--- src/rtl/config_loader_pkg.sv ---
// Shared state encoding and counter sizing for the configuration chain loader.
package config_loader_pkg;

    typedef enum logic [1:0] {
        StIdle,
        StLoad,
        StSet,
        StDone
    } state_e;

    // Width needed to hold the values 0..max_val inclusive.
    function automatic int unsigned cnt_width(input int unsigned max_val);
        return $clog2(max_val + 1);
    endfunction

endpackage

--- src/rtl/config_chain_loader_if.sv ---
// Host word handshake plus the serial chain drive of the configuration loader.
interface config_chain_loader_if #(
    parameter int unsigned WORD_W = 32
);

    logic              start;
    logic [WORD_W-1:0] word_in;
    logic              word_valid;
    logic              word_ready;
    logic              busy;
    logic              done;
    logic              shift_out;
    logic              cen_out;
    logic              set_out;

    modport master (
        output start, word_in, word_valid,
        input  word_ready, busy, done, shift_out, cen_out, set_out
    );

    modport slave (
        input  start, word_in, word_valid,
        output word_ready, busy, done, shift_out, cen_out, set_out
    );

endinterface

--- src/rtl/cfg_piso.sv ---
// Parallel-in/serial-out word register; emits i_count bits LSB first after a load.
module cfg_piso
    import config_loader_pkg::*;
#(
    parameter int unsigned  WORD_W = 32,
    localparam int unsigned WCNT_W = cnt_width(WORD_W)
) (
    input  logic              i_clk,
    input  logic              i_rst_n,
    input  logic              i_load,
    input  logic [WORD_W-1:0] i_data,
    input  logic [WCNT_W-1:0] i_count,
    output logic              o_bit,
    output logic              o_bit_valid,
    output logic              o_last
);

    logic [WORD_W-1:0] r_sreg;
    logic [WCNT_W-1:0] r_wcnt;

    // A load during the final bit replaces the word at the same edge that retires that bit.
    always_ff @(posedge i_clk or negedge i_rst_n) begin
        if (!i_rst_n) begin
            r_sreg <= '0;
            r_wcnt <= '0;
        end else if (i_load) begin
            r_sreg <= i_data;
            r_wcnt <= i_count;
        end else if (r_wcnt != '0) begin
            r_sreg <= r_sreg >> 1;
            r_wcnt <= r_wcnt - WCNT_W'(1);
        end
    end

    assign o_bit_valid = (r_wcnt != '0);
    assign o_last      = (r_wcnt == WCNT_W'(1));
    assign o_bit       = o_bit_valid & r_sreg[0];

endmodule

--- src/rtl/config_chain_loader.sv ---
// Serialises host configuration words onto a tile shift chain, then pulses the chain latch.
module config_chain_loader
    import config_loader_pkg::*;
#(
    parameter int unsigned  WORD_W    = 32,
    parameter int unsigned  CHAIN_LEN = 2048,
    localparam int unsigned CNT_W     = cnt_width(CHAIN_LEN),
    localparam int unsigned WCNT_W    = cnt_width(WORD_W)
) (
    input  logic                 i_clk,
    input  logic                 i_rst_n,
    config_chain_loader_if.slave io_bus
);

    state_e            r_state, w_state_nxt;
    logic [CNT_W-1:0]  r_rem, w_rem_nxt, w_avail;
    logic [WCNT_W-1:0] w_count;
    logic              w_bit, w_bit_valid, w_last, w_ready, w_accept;

    // Take a word while the piso is empty or on its last bit, if bits beyond it are still owed.
    assign w_ready  = (r_state == StLoad) && (!w_bit_valid || w_last) &&
                      (r_rem > CNT_W'(w_bit_valid));
    assign w_accept = w_ready && io_bus.word_valid;
    assign w_avail  = r_rem - CNT_W'(w_bit_valid);
    assign w_count  = (32'(w_avail) >= WORD_W) ? WCNT_W'(WORD_W) : WCNT_W'(w_avail);

    cfg_piso #(
        .WORD_W (WORD_W)
    ) u_piso (
        .i_clk       (i_clk),
        .i_rst_n     (i_rst_n),
        .i_load      (w_accept),
        .i_data      (io_bus.word_in),
        .i_count     (w_count),
        .o_bit       (w_bit),
        .o_bit_valid (w_bit_valid),
        .o_last      (w_last)
    );

    always_ff @(posedge i_clk or negedge i_rst_n) begin
        if (!i_rst_n) begin
            r_state <= StIdle;
            r_rem   <= '0;
        end else begin
            r_state <= w_state_nxt;
            r_rem   <= w_rem_nxt;
        end
    end

    always_comb begin
        w_state_nxt = r_state;
        w_rem_nxt   = r_rem;
        unique case (r_state)
            StIdle: begin
                if (io_bus.start) begin
                    w_state_nxt = StLoad;
                    w_rem_nxt   = CNT_W'(CHAIN_LEN);
                end
            end
            StLoad: begin
                if (w_bit_valid) begin
                    w_rem_nxt = r_rem - CNT_W'(1);
                    if (r_rem == CNT_W'(1)) begin
                        w_state_nxt = StSet;
                    end
                end
            end
            StSet:   w_state_nxt = StDone;
            StDone:  w_state_nxt = StIdle;
            default: w_state_nxt = StIdle;
        endcase
    end

    assign io_bus.word_ready = w_ready;
    assign io_bus.busy       = (r_state != StIdle);
    assign io_bus.done       = (r_state == StDone);
    assign io_bus.set_out    = (r_state == StSet);
    assign io_bus.cen_out    = w_bit_valid;
    assign io_bus.shift_out  = w_bit;

endmodule
--- src/flat_wrapper.sv ---
// flat-port wrapper written by rule: the top's interface ports become plain ports
module config_chain_loader_flat import config_loader_pkg::*;
#(
    parameter int unsigned  WORD_W    = 32,
    parameter int unsigned  CHAIN_LEN = 2048,
    localparam int unsigned CNT_W     = cnt_width(CHAIN_LEN),
    localparam int unsigned WCNT_W    = cnt_width(WORD_W)
)
  (i_clk, i_rst_n, io_bus_start, io_bus_word_in, io_bus_word_valid, io_bus_word_ready, io_bus_busy, io_bus_done, io_bus_shift_out, io_bus_cen_out, io_bus_set_out);
  config_chain_loader_if #(.WORD_W(WORD_W)) io_bus_i ();
  input  logic i_clk;
  input  logic i_rst_n;
  input wire logic [$bits(io_bus_i.start)-1:0] io_bus_start;
  input wire logic [$bits(io_bus_i.word_in)-1:0] io_bus_word_in;
  input wire logic [$bits(io_bus_i.word_valid)-1:0] io_bus_word_valid;
  output wire logic [$bits(io_bus_i.word_ready)-1:0] io_bus_word_ready;
  output wire logic [$bits(io_bus_i.busy)-1:0] io_bus_busy;
  output wire logic [$bits(io_bus_i.done)-1:0] io_bus_done;
  output wire logic [$bits(io_bus_i.shift_out)-1:0] io_bus_shift_out;
  output wire logic [$bits(io_bus_i.cen_out)-1:0] io_bus_cen_out;
  output wire logic [$bits(io_bus_i.set_out)-1:0] io_bus_set_out;
  assign io_bus_i.start = io_bus_start;
  assign io_bus_i.word_in = io_bus_word_in;
  assign io_bus_i.word_valid = io_bus_word_valid;
  assign io_bus_word_ready = io_bus_i.word_ready;
  assign io_bus_busy = io_bus_i.busy;
  assign io_bus_done = io_bus_i.done;
  assign io_bus_shift_out = io_bus_i.shift_out;
  assign io_bus_cen_out = io_bus_i.cen_out;
  assign io_bus_set_out = io_bus_i.set_out;
  config_chain_loader #(.WORD_W(WORD_W), .CHAIN_LEN(CHAIN_LEN)) u_core (.i_clk(i_clk), .i_rst_n(i_rst_n), .io_bus(io_bus_i));
endmodule
--- config.mk ---
export PLATFORM = sky130hd
export DESIGN_NAME = config_chain_loader_flat
export DESIGN_NICKNAME = d
export VERILOG_FILES = /design/src/rtl/config_loader_pkg.sv /design/src/rtl/config_chain_loader_if.sv /design/src/rtl/cfg_piso.sv /design/src/rtl/config_chain_loader.sv /design/src/flat_wrapper.sv
export SDC_FILE = /design/constraint.sdc
export NUM_CORES = 1
export LEC_CHECK = 0
export ABC_AREA = 1
export CORE_ASPECT_RATIO = 1.75
export CORE_MARGIN = 2
export CORE_UTILIZATION = 55
export DETAILED_ROUTE_END_ITERATION = 10
export GPL_TIMING_DRIVEN = 0
export HOLD_SLACK_MARGIN = 0.08
export PLACE_DENSITY = 0.87
export SLEW_MARGIN = 20
export SYNTH_ARGS = -nofsm -noshare
export SYNTH_HDL_FRONTEND = slang
export SYNTH_SLANG_ARGS = --single-unit
--- constraint.sdc ---
create_clock -name i_clk -period 2.8 [get_ports i_clk]
set_input_delay 0.56 -clock i_clk [delete_from_list [all_inputs] [get_ports i_clk]]
set_output_delay 0.56 -clock i_clk [all_outputs]
set_load 0.02 [all_outputs]
**After elaboration in Yosys (flattened, before gate mapping)**

Cells that the tools add are included.

- Register bits after elaboration: 52
- Output and inout bits: 6
- Word-level logic and storage cells: 42
- Input bits: 36

- $add $sub $neg: 3
- Equality and inequality tests: 8
- Magnitude comparators: 2
- Muxes and demuxes: 12
- Bitwise gates (word level): 1
- Reductions and logical operators: 12

Operators by type and width:

| kind | count |
|---|---|
| 32-bit two-way mux | 2 |
| 12-bit two-way mux | 2 |
| 12-bit one-hot mux with 2 select lines | 1 |
| 6-bit two-way mux | 3 |
| 12-bit by 1-bit equality test with 1-bit output, second input constant | 1 |
| 12-bit by 6-bit >= comparator with 1-bit output, second input constant | 1 |
| 12-bit by 1-bit greater-than comparator with 1-bit output | 1 |
| 12-bit by 1-bit subtractor with 12-bit output | 1 |
| 12-bit by 1-bit subtractor with 12-bit output, second input constant | 1 |
| 2-bit one-hot mux with 4 select lines | 1 |
| 6-bit by 1-bit equality test with 1-bit output, second input constant | 1 |
| 2-bit two-way mux | 3 |
| 2-bit != test, second input constant | 3 |
| 3-bit AND reduction | 2 |
| 2-bit nonzero test | 3 |
| 6-bit nonzero test | 1 |
| 6-bit by 1-bit subtractor with 6-bit output, second input constant | 1 |
| 2-bit equality test, second input constant | 2 |
| 1-bit logical AND | 3 |
| 2-bit by 1-bit equality test with 1-bit output, second input constant | 1 |
| 2-bit logical NOT | 1 |
| 1-bit AND | 1 |
| 1-bit logical NOT | 1 |
| 1-bit logical OR | 1 |

**Logic depth before layout (Yosys ltp)**

- Depth in word-level cells: 7
- Depth in mapped cells: 15

**Hierarchy**

From an unflattened synthesis, not the netlist that was laid out.

- Cells, all modules: 438
- Area total of the unflattened synthesis: 3230.6 sq um

Modules (own cells, without submodules):

| module | seq. area each (sq um) | instances | cells an instance | area each (sq um) |
|---|---|---|---|---|
| cfg_piso | 950.9 | 1 | 259 | 1941.9 |
| config_chain_loader | 350.3 | 1 | 179 | 1288.7 |

**Worst setup path before layout**

No wires, ideal clock.

- Kind: reg-to-output
- Start: register u_core.u_piso.r_wcnt[0]
- End: output port io_bus_word_ready
- Path buffers: 1
- Setup slack: 100 ps
- Data required time: 2240 ps
- Cell stages (with the launch flop): 11
- Data arrival time: 2140 ps
- Cell sequence: dfrtp_1 > inv_1 > ha_1 > nand3_2 > clkbuf_1 > ha_1 > ha_1 > nand2_2 > nand2_1 > nand2_1 > and3_1

- Cells in the longest elaborated chain, start to end: 5

RTL lines:

| element | RTL line | RTL |
|---|---|---|
| from (decl) | cfg_piso.sv:19 | `logic [WCNT_W-1:0] r_wcnt;` |
| from (signal assigned) | cfg_piso.sv:28 | `r_wcnt <= i_count;` |
| from (signal assigned) | cfg_piso.sv:31 | `r_wcnt <= r_wcnt - WCNT_W'(1);` |
| 6-bit nonzero test * | cfg_piso.sv:35 | `assign o_bit_valid = (r_wcnt != '0);` |
| via io_bus_cen_out | flat_wrapper.sv:20 | `output wire logic [$bits(io_bus_i.cen_out)-1:0] io_bus_cen_out;` |
| parallel branches: the longest is 3 deep, another holds 12-bit by 1-bit greater-than comparator with 1-bit output | -- |  |
| 1-bit logical AND * | config_chain_loader.sv:21 | `assign w_ready = (r_state == StLoad) && (!w_bit_valid \|\| w_last) &&` |
| to (decl) | flat_wrapper.sv:16 | `output wire logic [$bits(io_bus_i.word_ready)-1:0] io_bus_word_ready;` |

Mark *: on every way through the listed nets, which the timed path passes.

**Final worst setup path**

- Start: register u_core.u_piso.r_wcnt[1]
- End: output port io_bus_word_ready

- Cells in the longest elaborated chain, start to end: 5

RTL lines:

| element | RTL line |
|---|---|
| parallel branches: the longest is 4 deep, another holds 12-bit by 1-bit greater-than comparator with 1-bit output | -- |
| 1-bit logical AND * | config_chain_loader.sv:21 |

Mark *: on every way between the ends.

==> results.txt <==
status: finished, final reports clean
vias in the first global route: 2,761
total grt overflow: 0
start point of the critical path: u_core.u_piso.r_wcnt[1]
Initial Util: 56.4%
die area: 5960 um2
H-tree Lvls: 2
first-pass GRT wire length: 12,000 um
NetSw: 1.69 mW
Final Core Density: 70.5%
worst skew pair latency: 0.31 ns
cells along the critical path: inv_2 > ha_4 > nand3_4 > clkbuf_16 > ha_4 > inv_1 > nor2_1 > nand2_1 > nand2_1 > nand2_2 > and3_4 > buf_4
Netlist cell types: 30
nets@finish: 493
Die Span Y: 101 um
cell area after synthesis: 2940 um2
commonest non-fill, non-tap cells in the layout: 108 x nand2_1, 59 x nor2_1, 52 x dfrtp_1, 39 x clkdlybuf4s50_1, 30 x inv_1
Area Overhead vs Synth: 25.1%
Setup Slack @ Placement: -0.577 ns
mux cell area share after synthesis: 0%
Hold Path Class: in2async
P_leak: 1.75 nW
routed via count: 2,814
CTS tree: built
pwr dens: 1030 nW/um2
CP max stage delay: 0.41 ns
DR iter-0 viols: 161
clock slew seen by the registers of the worst setup and hold paths: 0.10 ns
Required @ worst endpoint: 2.24 ns
setup TNS: 0 ns
Post-Synth Simple-Gate Area: 29.3%
total core area: 5210 um2
worst-path fanout max: 4
Critical Path Source Type: flop
Final Cycle Share: 96.9%
VDD IR max: 0.678 mV
Cell Int Power: 2.10 mW
io pins: 42
logic gate share of total power: 52.2%
initial antenna violation count: 0
Final GP Congestion: 0.980
most common cell after layout, fill and taps aside: nand2_1
final wirelength: 7330 um
Final Hold Fails: 0
CTS sink cnt: 52
Final ANT Viol Nets: 0
Rows: 35
final worst slack: 0.0858 ns
1st-pass router iterations: 5
Max transition margin: 56.1%
IO buf count: 41
die width: 59.2 um
Final Critical Period: 2.71 ns
Worst-Margin Slew: 0.659 ns
n_diodes: 0
Reg-to-Reg Start: u_core.u_piso.r_wcnt[1]
post-synthesis sequential area ratio: 44.3%
CP max-delay cell: dfrtp_1
crit path DAT: 2.15 ns
Slew Viols, Final: 0
Max Cap Viol: 0
total track usage: 25.9%
Synth Area in Compound Gates: 13.0%
Critical Setup Path Class: reg2out
adder-cell area share of the yosys netlist: 4.26%
Routed wire per std cell: 14.6 um
drt via density: 5.59
clock buffer depth: 2
syn avg cell area: 7.55 um2
post-synthesis xor/xnor area fraction: 2.09%
detailed placer's ending HPWL: 5350 um
Fin Clk Skew: 0.00794 ns
post-synthesis cell count: 389
share of post-route cells with drive strength above 1: 10.7%
syn_nets: 435
Highest Clock Rate: 368 MHz
Clock power frac: 14.0%
sequential group share of total power: 33.8%
DRC: 0
Switching Share: 44.6%
Ys Warns: 0
root buffer cell: clkbuf_8
clock buffer count from CTS: 5
CP Capture Type: primary output
post-synthesis register bit count: 52
largest family of logic cells by synthesized area: simple AND/OR/NAND/NOR gates
largest net degree at the start of global routing: 53
final setup vio count: 0
## per-layer routing
layer	track usage, %	part of all wire (%)	vias to the layer above
met1	27.8	38	1338
met5	0	0	-
met3	3.72	3.7	17
met4	12.2	3.3	0
li1	-	-	1380
met2	47.4	55	79
## cells in the mapped netlist, drive strengths merged
master	instances	area share (%)
a21oi	11	1.9
a22o	1	0.30
a31oi	28	6.0
and3	1	0.21
buf	8	2.0
clkbuf	6	0.77
dfrtp	52	44
ha	10	4.3
inv	34	4.3
nand2	110	14
nand3	23	4.1
nand4	5	1.3
nor2	65	9.0
nor3	2	0.34
nor4	1	0.21
o211ai	1	0.26
o21a	1	0.26
o21ai	22	4.1
o22ai	1	0.21
xnor2	2	0.60
xor2	5	1.5
## metrics by stage
stage	instance area [um2]	total power [mW]	hold WS [ns]	instances
final	3680	3.79	0.276	503
after floorplan	2940	2.57	0.264	389
after detailed placement	3410	3.06	0.473	485
after global routing	3680	4.13	0.331	503
after CTS	3590	3.66	0.293	495
after global placement	3420	3.02	0.468	485
## registers in the layout (all words and copies together), names as in the netlist
signal and cells:
u_core.r_state 2, u_core.r_rem 12, u_core.u_piso.r_sreg 32, u_core.u_piso.r_wcnt 6
## cell type report
| class | instances | area [um2] |
|---|---|---|
| Clock inverter | 3 | 46.3 |
| Timing Repair Buffer | 51 | 480 |
| Inverter | 34 | 128 |
| Buffer | 14 | 103 |
| Tap cell | 55 | 68.8 |
| Fill cell | 404 | 1540 |
| Multi-Input combinational cell | 289 | 1480 |
| Clock buffer | 5 | 68.8 |
| Sequential cell | 52 | 1300 |
## cells by family after synthesis
family                     after synthesis
adders and majority gates               10
buffers and inverters                   48
AOI/OAI and AO/OA                       65
DFF                                     52
xor gates and xnor gates                 7
and+or+nand+nor                        207
## critical path: cells and delay by family (launching register included)
kind | cells | cell delay [ns]
flops | 1 | 0.41
buf+inv | 4 | 0.46
simple gates | 6 | 0.55
fa+ha+maj | 2 | 0.43
## power by group through the flow
stage | logic (mW) | clock network, mW | registers (mW)
2_1_floorplan | 1.35 | 0 | 1.22
3_3_place_gp | 1.74 | 0 | 1.28
3_5_place_dp | 1.78 | 0 | 1.29
4_1_cts | 1.85 | 0.540 | 1.28
5_1_grt | 2.26 | 0.564 | 1.31
6_report | 1.98 | 0.530 | 1.28
## final timing paths
check,end,slack (ns),cells after the start
max,io_bus_word_ready,0.09,12
max in group asynchronous,u_core.u_piso.r_sreg[12],2.08,1
min reg2reg,u_core.u_piso.r_sreg[0],0.49,2
min in group i_clk,u_core.u_piso.r_sreg[0],0.49,2
min,u_core.u_piso.r_sreg[22],0.28,1
max reg2reg,u_core.u_piso.r_sreg[31],0.30,14
## repair_timing
| item | in CTS | in global routing |
|---|---|---|
| endpoints found under the setup margin | 41 | 1 |
| hold buffers | 0 | 0 |
| pin swaps | 0 | 3 |
| setup buffers | 2 | 8 |
| resized for setup | 15 | 5 |
Note: power is estimated with default switching activity, not from simulation.
